$ cat src/rtl/prng_word_collector.sv
// prng_word_collector: packs the LFSR serial bit stream MSB-first into words and queues them.
// Optional stuck-stream monitor is compiled in with `define PRNG_STUCK_DETECT_EN.
module prng_word_collector #(
    parameter int WORD_W     = 8,
    parameter int FIFO_DEPTH = 4,
    parameter int STUCK_LEN  = 16
) (
    input  logic              CLK,
    input  logic              BTN_N,
    input  logic              bit_in,
    input  logic              bit_en,
    output logic [WORD_W-1:0] out_data,
    output logic              out_valid,
    input  logic              out_ready,
    output logic              overflow,
    output logic [15:0]       word_cnt,
    output logic              stuck
);

    localparam int CNT_W = $clog2(WORD_W);
    localparam int AW    = $clog2(FIFO_DEPTH);
    localparam int PW    = AW + 1;
    localparam logic [CNT_W-1:0] LAST_BIT = CNT_W'(WORD_W - 1);

    if (WORD_W < 2 || FIFO_DEPTH < 2 || STUCK_LEN < 1 ||
        (FIFO_DEPTH & (FIFO_DEPTH - 1)) != 0) begin : g_bad_params
        $error("prng_word_collector: illegal parameter set");
    end

    // Only the WORD_W-1 oldest bits need storing; the newest bit comes from bit_in.
    logic [WORD_W-2:0] part;
    logic [CNT_W-1:0]  bit_cnt;
    logic [WORD_W-1:0] word;
    logic              word_done;

    logic [WORD_W-1:0] mem [FIFO_DEPTH];
    logic [PW-1:0]     wr_ptr;
    logic [PW-1:0]     rd_ptr;
    logic              empty;
    logic              full;
    logic              pop;
    logic              push;

    assign word      = {part, bit_in};
    assign word_done = bit_en && (bit_cnt == LAST_BIT);

    assign empty = (wr_ptr == rd_ptr);
    assign full  = (wr_ptr[AW-1:0] == rd_ptr[AW-1:0]) &&
                   (wr_ptr[AW] != rd_ptr[AW]);

    assign out_valid = !empty;
    assign pop       = out_valid && out_ready;
    // A full FIFO still takes the new word when the head leaves on the same edge.
    assign push      = word_done && (!full || pop);
    assign out_data  = empty ? '0 : mem[rd_ptr[AW-1:0]];

    // Shift accepted bits in and count them; counter wraps to 0 on the completing bit.
    always_ff @(posedge CLK or negedge BTN_N) begin
        if (!BTN_N) begin
            part    <= '0;
            bit_cnt <= '0;
        end else if (bit_en) begin
            part    <= word[WORD_W-2:0];
            bit_cnt <= word_done ? '0 : bit_cnt + 1'b1;
        end
    end

    // Word storage; contents are don't-care until written, so no reset.
    always_ff @(posedge CLK) begin
        if (push) begin
            mem[wr_ptr[AW-1:0]] <= word;
        end
    end

    // FIFO pointers, delivered-word counter and sticky drop flag.
    always_ff @(posedge CLK or negedge BTN_N) begin
        if (!BTN_N) begin
            wr_ptr   <= '0;
            rd_ptr   <= '0;
            word_cnt <= '0;
            overflow <= 1'b0;
        end else begin
            if (push) begin
                wr_ptr   <= wr_ptr + 1'b1;
                word_cnt <= word_cnt + 16'd1;
            end
            if (pop) begin
                rd_ptr <= rd_ptr + 1'b1;
            end
            if (word_done && !push) begin
                overflow <= 1'b1;
            end
        end
    end

`ifdef PRNG_STUCK_DETECT_EN
    localparam int RW = $clog2(STUCK_LEN + 1);
    localparam logic [RW-1:0] RUN_MAX = RW'(STUCK_LEN);

    logic [RW-1:0] run_len;
    logic [RW-1:0] run_next;
    logic          last_bit;

    // Next run length: restart at 1 on a new value, saturate at RUN_MAX.
    always_comb begin
        run_next = RW'(1);
        if (run_len != '0 && bit_in == last_bit) begin
            run_next = (run_len == RUN_MAX) ? RUN_MAX : run_len + 1'b1;
        end
    end

    // Track the run of identical accepted bits and flag a stuck generator.
    always_ff @(posedge CLK or negedge BTN_N) begin
        if (!BTN_N) begin
            run_len  <= '0;
            last_bit <= 1'b0;
            stuck    <= 1'b0;
        end else if (bit_en) begin
            run_len  <= run_next;
            last_bit <= bit_in;
            stuck    <= (run_next == RUN_MAX);
        end
    end
`else
    assign stuck = 1'b0;
`endif

endmodule
$ cat config.mk
export PLATFORM = sky130hd
export DESIGN_NAME = prng_word_collector
export DESIGN_NICKNAME = d
export VERILOG_FILES = /design/src/rtl/prng_word_collector.sv
export SDC_FILE = /design/constraint.sdc
export NUM_CORES = 1
export LEC_CHECK = 0
export CORE_ASPECT_RATIO = 0.6
export CORE_MARGIN = 4
export CORE_UTILIZATION = 24
export DETAILED_ROUTE_END_ITERATION = 10
export SLEW_MARGIN = 10
export SYNTH_ARGS = -nofsm -noshare
export SYNTH_HDL_FRONTEND = slang
export SYNTH_SLANG_ARGS = --single-unit
$ cat constraint.sdc
create_clock -name CLK -period 1.8 [get_ports CLK]
set_input_delay 0.27 -clock CLK [delete_from_list [all_inputs] [get_ports CLK]]
set_output_delay 0.27 -clock CLK [all_outputs]
set_load 0.02 [all_outputs]
==> flow_metrics.env, run 1 <==
export IMPL_status="finished, violations left"
export IMPL_violations="setup timing"
export IMPL_crit_type="reg2out"
export IMPL_ff2ff_setup_slack_ns=0.08
export IMPL_required_ns=1.53
export IMPL_crit_arrival_ns=1.66
export IMPL_numPortBuffers=30
export IMPL_crit_path_frequent_cell="buf_6"
export IMPL_grt_pass1_vias=1697
export IMPL_drt_first_pass_iters=4
export IMPL_final_cells=414
export IMPL_postCtsHoldBufs=0
export IMPL_n_antenna_cell=0
export IMPL_synth_edf_count=32
export IMPL_crit_buf_inv=2
export IMPL_r2r_end="rd_ptr[1]$_DFFE_PN0P_"
export IMPL_syn2layout_area_growth_pct=42.4
export IMPL_hold_path_class="in2async"
export IMPL_crit_chain="buf_6 -> mux4_2 -> and2_4 -> buf_6"
export IMPL_seq_area_frac_synth_pct=62.9
export IMPL_synth_top_area_cell="edfxtp_1"
export IMPL_synth_most_common_cell="dfrtp_1"
export IMPL_use_met1_pct=11.5
export IMPL_num_vias=1671
export IMPL_rsz0062_at_grt="true"
export IMPL_cts_sinks=65
export IMPL_cts_buffers=9
export IMPL_grt_use_total_pct=8.98
export IMPL_root_buffer="clkbuf_16"
export IMPL_finalMaxSlewViolations=0
export IMPL_critical_path_startpoint="rd_ptr[0]$_DFFE_PN0P_"
export IMPL_worstPathMaxFanout=5
export IMPL_min_period_over_period_pct=107
export IMPL_min_period_ns=1.93
export IMPL_routed_wl_um=5870
export IMPL_core_mm2=0.0114
export IMPL_synth_cell_type_count=29
export IMPL_dieArea_mm2=0.0137
export IMPL_nets=262
export IMPL_grt_ovfl_total=0
export IMPL_total_leakage_power_nw=1.66
export IMPL_die_h_um=92.3
export IMPL_place_inst=396
export IMPL_synthArstFlopShare_pct=50.8
export IMPL_met2_usage_pct=13.1
export IMPL_powerDensity_mw_per_mm2=1580
export IMPL_start_util_pct=24.8
export IMPL_setup_violations_final=8
export IMPL_avgSynthCellArea_um2=15.5
export IMPL_worst_hold_slack_ns=0.364
export IMPL_end_kind="primary output"
export IMPL_clock_latency_ns=0.32
export IMPL_cts_tree="yes"
export IMPL_worst_path_largest_cell_delay_ns=0.50
export IMPL_cp_depth=4
export IMPL_finalSetupTns_ns=-0.921
export IMPL_grtUsageMet3_pct=4.54
export IMPL_avgRoutedWirePerCell_um=14.2
export IMPL_synth_nets=196
export IMPL_grt_pass1_wl_um=9160
export IMPL_max_freq_ghz=0.519
export IMPL_htreeDepth=3
export IMPL_synth_cells=183
export IMPL_dp_hpwl_um=3980
export IMPL_gp_congestion=0.769
export IMPL_synth_area_leaders="edfxtp_1 (34%), dfrtp_1 (29%), mux4_1 (6.5%)"
export IMPL_ys_ff_latch=65
export IMPL_hold_violations=0
export IMPL_synth_commonest_cells="dfrtp_1 (33), edfxtp_1 (32), nand2_1 (13)"
export IMPL_ios=32
export IMPL_reg2reg_depth=7
export IMPL_synth_top_cell_area_share_pct=33.8
export IMPL_cp_top_family="multiplexers"
export IMPL_skew_ns=0.00698
export IMPL_die_x_um=148
export IMPL_clk_pin_slew_ns=0.05
export IMPL_drc=0
export IMPL_postLayoutCoreUtil_pct=35.3
export IMPL_avgViaCountPerCell=4.04
export IMPL_startpoint_type="flop"
export IMPL_timing_rr_start="rd_ptr[0]$_DFFE_PN0P_"
export IMPL_clockBufferDepth=2
export IMPL_ir_drop_mv=0.579
export IMPL_slowest_stage="mux4_2"
export IMPL_cp_endpoint="out_data[3]"
export IMPL_maxCapViolCount=0
export IMPL_placementRows=30
export IMPL_drive_above_1_share_pct=39.0
export IMPL_yosysWarnings=0
export IMPL_top_usage_layer="met2"
export IMPL_synthesis_area_mm2=0.00284
export IMPL_drt_iter0_markers=92
export IMPL_antenna_found_initial=0
export IMPL_fill_cells=1104
export IMPL_ant_nets=0
export IMPL_grt_max_degree=34
export IMPL_synthFlopType="dfrtp_1"
export IMPL_worst_slack_ns=-0.129
cell families (layout without fill, tap and decap cells):
group,count (synthesis),after routing,synth area share [%]
AO/OA/AOI/OAI,5,5,1.98
XOR/XNOR,23,23,7.35
adder cells (fa/ha/maj),8,8,3.52
buffers and inverters,13,84,2.51
flip-flops,65,65,62.9
multiplexers,18,18,11.2
other,1,1,0.132
AND/OR/NAND/NOR,50,50,10.4
cell usage in the layout (no fill, tap or decap), types with 4 or more instances in the layout:
cell type        synthesis  layout
mux4_2                   1       8
xnor2_1                 10      10
buf_12                   0       4
buf_6                    2      13
nand3_1                  7       6
and2_4                   0      11
dfrtp_1                 33      33
clkbuf_16                0      10
nand2_1                 13      12
ha_1                     8       7
clkdlybuf4s50_1          0      21
buf_4                    2      22
xor2_1                  12      12
inv_1                    7       7
edfxtp_1                32      32
nor4_4                   1       4
mux2_2                  10      10
report_power, final:
group / switching (W) / internal (W)
Clock: 0.000601 / 0.00130
Combinational: 0.00110 / 0.00138
Sequential: 0.000206 / 0.00181
flip-flops by register name, indices dropped and copies added (netlist names):
signal and count:
rd_ptr 3, mem 32, bit_cnt 3, word_cnt 16
part 7, wr_ptr 3, overflow 1
how the worst min path moves through the flow:
stage                                   startpoint                  endpoint  slack, ns  depth (start not counted)
after floorplan                              BTN_N    bit_cnt[0]$_DFFE_PN0P_      -0.03                          0
after global placement    word_cnt[15]$_DFFE_PN0P_  word_cnt[15]$_DFFE_PN0P_       0.46                          1
after detailed placement      overflow$_DFFE_PN0P_      overflow$_DFFE_PN0P_       0.46                          2
after CTS                                    BTN_N   word_cnt[6]$_DFFE_PN0P_       0.39                          2
after global routing                         BTN_N   word_cnt[7]$_DFFE_PN0P_       0.42                          2
final                                        BTN_N  word_cnt[13]$_DFFE_PN0P_       0.36                          2
per-layer routing:
layer / vias to the layer above / wire length, um
li1: 799 / -
met2: 24 / 2640
met4: 0 / 68
met5: - / 0
met1: 841 / 2800
met3: 7 / 355
area by class of cell:
type                    count  area [um^2]  share of cell area (%)
flip-flops and latches     65         1790                    44.2
multi-input cells         105         1090                    27.1
repair buffers             61          607                    15.0
clock buffers              12          258                    6.37
well taps                 160          200                    4.95
clock inverters             4         73.8                    1.82
inverters                   7         26.3                   0.649
repair_timing:
action,4_1_cts,5_1_grt
setup buffers,0,2
setup endpoints to repair,45,51
resized for setup,71,23
pin swaps,9,8
gates cloned,0,1
metrics by stage:
stage / total power, W / instance area, um^2 / setup slack (ns)
5_1_grt: 0.00675 / 4050 / -0.205
3_5_place_dp: 0.00411 / 3560 / -0.240
3_3_place_gp: 0.00407 / 3560 / -0.213
4_1_cts: 0.00630 / 3930 / -0.134
6_report: 0.00639 / 4050 / -0.129
2_1_floorplan: 0.00314 / 2840 / 0.0368
(Power assumes the default switching activity.)
==> run 2, diff against run 1 <==
Settings changed: CAP_MARGIN from default to 20.
==> results of run 2 <==
No change in the layout: final DEF, timing and power equal those of run 1.
==> run 3, diff against run 2 <==
Settings changed: PLACE_DENSITY from default to 0.46.
==> flow_metrics.env, run 3 (synthesized netlist as in run 1, its figures left out) <==
export IMPL_grt_use_total_pct=9.16
export IMPL_cts_sinks=65
export IMPL_grt_ovfl_total=0
export IMPL_placementRows=30
export IMPL_required_ns=1.53
export IMPL_start_util_pct=24.8
export IMPL_ant_nets=0
export IMPL_largest_reg_flops=32
export IMPL_status="finished, violations left"
export IMPL_grt_max_degree=34
export IMPL_worstPathMaxFanout=5
export IMPL_max_freq_ghz=0.515
export IMPL_drt_first_pass_iters=4
export IMPL_n_antenna_cell=0
export IMPL_avgViaCountPerCell=4.02
export IMPL_hold_path_class="in2async"
export IMPL_die_h_um=92.3
export IMPL_end_kind="primary output"
export IMPL_crit_buf_inv=2
export IMPL_drive_above_1_share_pct=39.3
export IMPL_routed_wl_um=5960
export IMPL_ios=32
export IMPL_slowest_stage="mux4_2"
export IMPL_finalMaxSlewViolations=0
export IMPL_multi_input_area_mm2=0.00109
export IMPL_crit_path_frequent_cell="buf_6"
export IMPL_finalSetupTns_ns=-0.910
export IMPL_cp_top_family="multiplexers"
export IMPL_gp_congestion=0.701
export IMPL_total_leakage_power_nw=1.62
export IMPL_crit_arrival_ns=1.67
export IMPL_grt_pass1_wl_um=9500
export IMPL_final_cell_mix="dfrtp_1 (33), edfxtp_1 (32), clkdlybuf4s50_1 (21)"
export IMPL_nets=260
export IMPL_grt_pass1_vias=1706
export IMPL_fill_cells=1099
export IMPL_htreeDepth=3
export IMPL_num_vias=1658
export IMPL_dp_hpwl_um=3940
export IMPL_avgRoutedWirePerCell_um=14.5
export IMPL_cts_buffers=9
export IMPL_crit_type="reg2out"
export IMPL_setup_violations_final=8
export IMPL_skew_ns=0.00478
export IMPL_min_period_over_period_pct=108
export IMPL_die_x_um=148
export IMPL_dp_slack_ns=-0.249
export IMPL_ff2ff_setup_slack_ns=0.05
export IMPL_dieArea_mm2=0.0137
export IMPL_min_period_ns=1.94
export IMPL_numPortBuffers=30
export IMPL_hold_violations=0
export IMPL_violations="setup timing"
export IMPL_syn2layout_area_growth_pct=42.4
export IMPL_postCtsHoldBufs=0
export IMPL_rsz0062_at_grt="true"
export IMPL_drt_iter0_markers=69
export IMPL_cts_tree="yes"
export IMPL_worst_path_largest_cell_delay_ns=0.52
export IMPL_startpoint_type="flop"
export IMPL_core_mm2=0.0114
export IMPL_root_buffer="clkbuf_16"
export IMPL_ir_drop_mv=0.708
export IMPL_antenna_found_initial=0
export IMPL_crit_chain="buf_6 -> mux4_2 -> and2_4 -> buf_6"
export IMPL_clockBufferDepth=2
export IMPL_maxCapViolCount=0
export IMPL_layout_commonest_cell="dfrtp_1"
export IMPL_clock_latency_ns=0.33
export IMPL_worst_slack_ns=-0.140
export IMPL_powerDensity_mw_per_mm2=1600
export IMPL_ff_latch_area_mm2=0.00179
export IMPL_drc=0
export IMPL_clk_pin_slew_ns=0.05
## run 3: worst paths after layout
kind	end	start	cells past startpoint
worst min-delay path	word_cnt[15]$_DFFE_PN0P_	BTN_N	2
worst max-delay path	out_data[6]	rd_ptr[0]$_DFFE_PN0P_	4
min in group CLK	word_cnt[15]$_DFFE_PN0P_	word_cnt[15]$_DFFE_PN0P_	1
worst max register to register	word_cnt[7]$_DFFE_PN0P_	rd_ptr[0]$_DFFE_PN0P_	7
max in group asynchronous	word_cnt[4]$_DFFE_PN0P_	BTN_N	2
worst min register to register	word_cnt[15]$_DFFE_PN0P_	word_cnt[15]$_DFFE_PN0P_	1
## run 3: worst register-to-register path: cells and delay by family, from the launching register on
family	cells	cell delay, ns
compound gates	1	0.25
flops	1	0.41
xor+xnor	2	0.28
simple gates	1	0.26
buf+inv	3	0.48
## run 3: stage by stage
| stage | total power, W | hold slack, ns | instance area [um^2] | util, % | instances |
|---|---|---|---|---|---|
| floorplan | 0.00314 | -0.0256 | 2840 | - | 183 |
| global placement | 0.00413 | 0.461 | 3580 | 31.2 | 396 |
| global route | 0.00684 | 0.405 | 4050 | 35.4 | 412 |
| finish | 0.00647 | 0.360 | 4050 | 35.4 | 412 |
| CTS | 0.00641 | 0.372 | 3930 | 34.4 | 412 |
| detailed placement | 0.00415 | 0.464 | 3580 | 31.2 | 396 |
## run 3: metal layers
metal / vias to the layer above / part of all wire, % / GRT usage [%]
met5: - / 0 / 0
met4: 0 / 1.7 / 3.69
met3: 9 / 5.0 / 3.46
met2: 31 / 42 / 12.0
met1: 825 / 51 / 13.3
li1: 793 / - / -
## run 3: layout make-up
| cell class | instances | share of cell area, % |
|---|---|---|
| sequential | 65 | 44.1 |
| tap | 160 | 4.95 |
| timing repair buffer | 59 | 14.9 |
| inverter | 7 | 0.649 |
| clock inverter | 5 | 2.57 |
| clock buffer | 11 | 5.75 |
| multi-input combinational | 105 | 27.0 |
## run 3: power breakdown
| part | internal [W] | total (W) | leakage, nW | switching, W |
|---|---|---|---|---|
| registers | 0.00181 | 0.00201 | 0.696 | 0.000204 |
| clock network | 0.00135 | 0.00196 | 0.164 | 0.000610 |
| logic | 0.00140 | 0.00250 | 0.756 | 0.00110 |
## run 3: what timing repair did
item / CTS / global route
setup endpoints to repair: 13 / 54
gates resized for setup: 71 / 21
pin swaps: 11 / 8
buffers inserted: 0 / 0
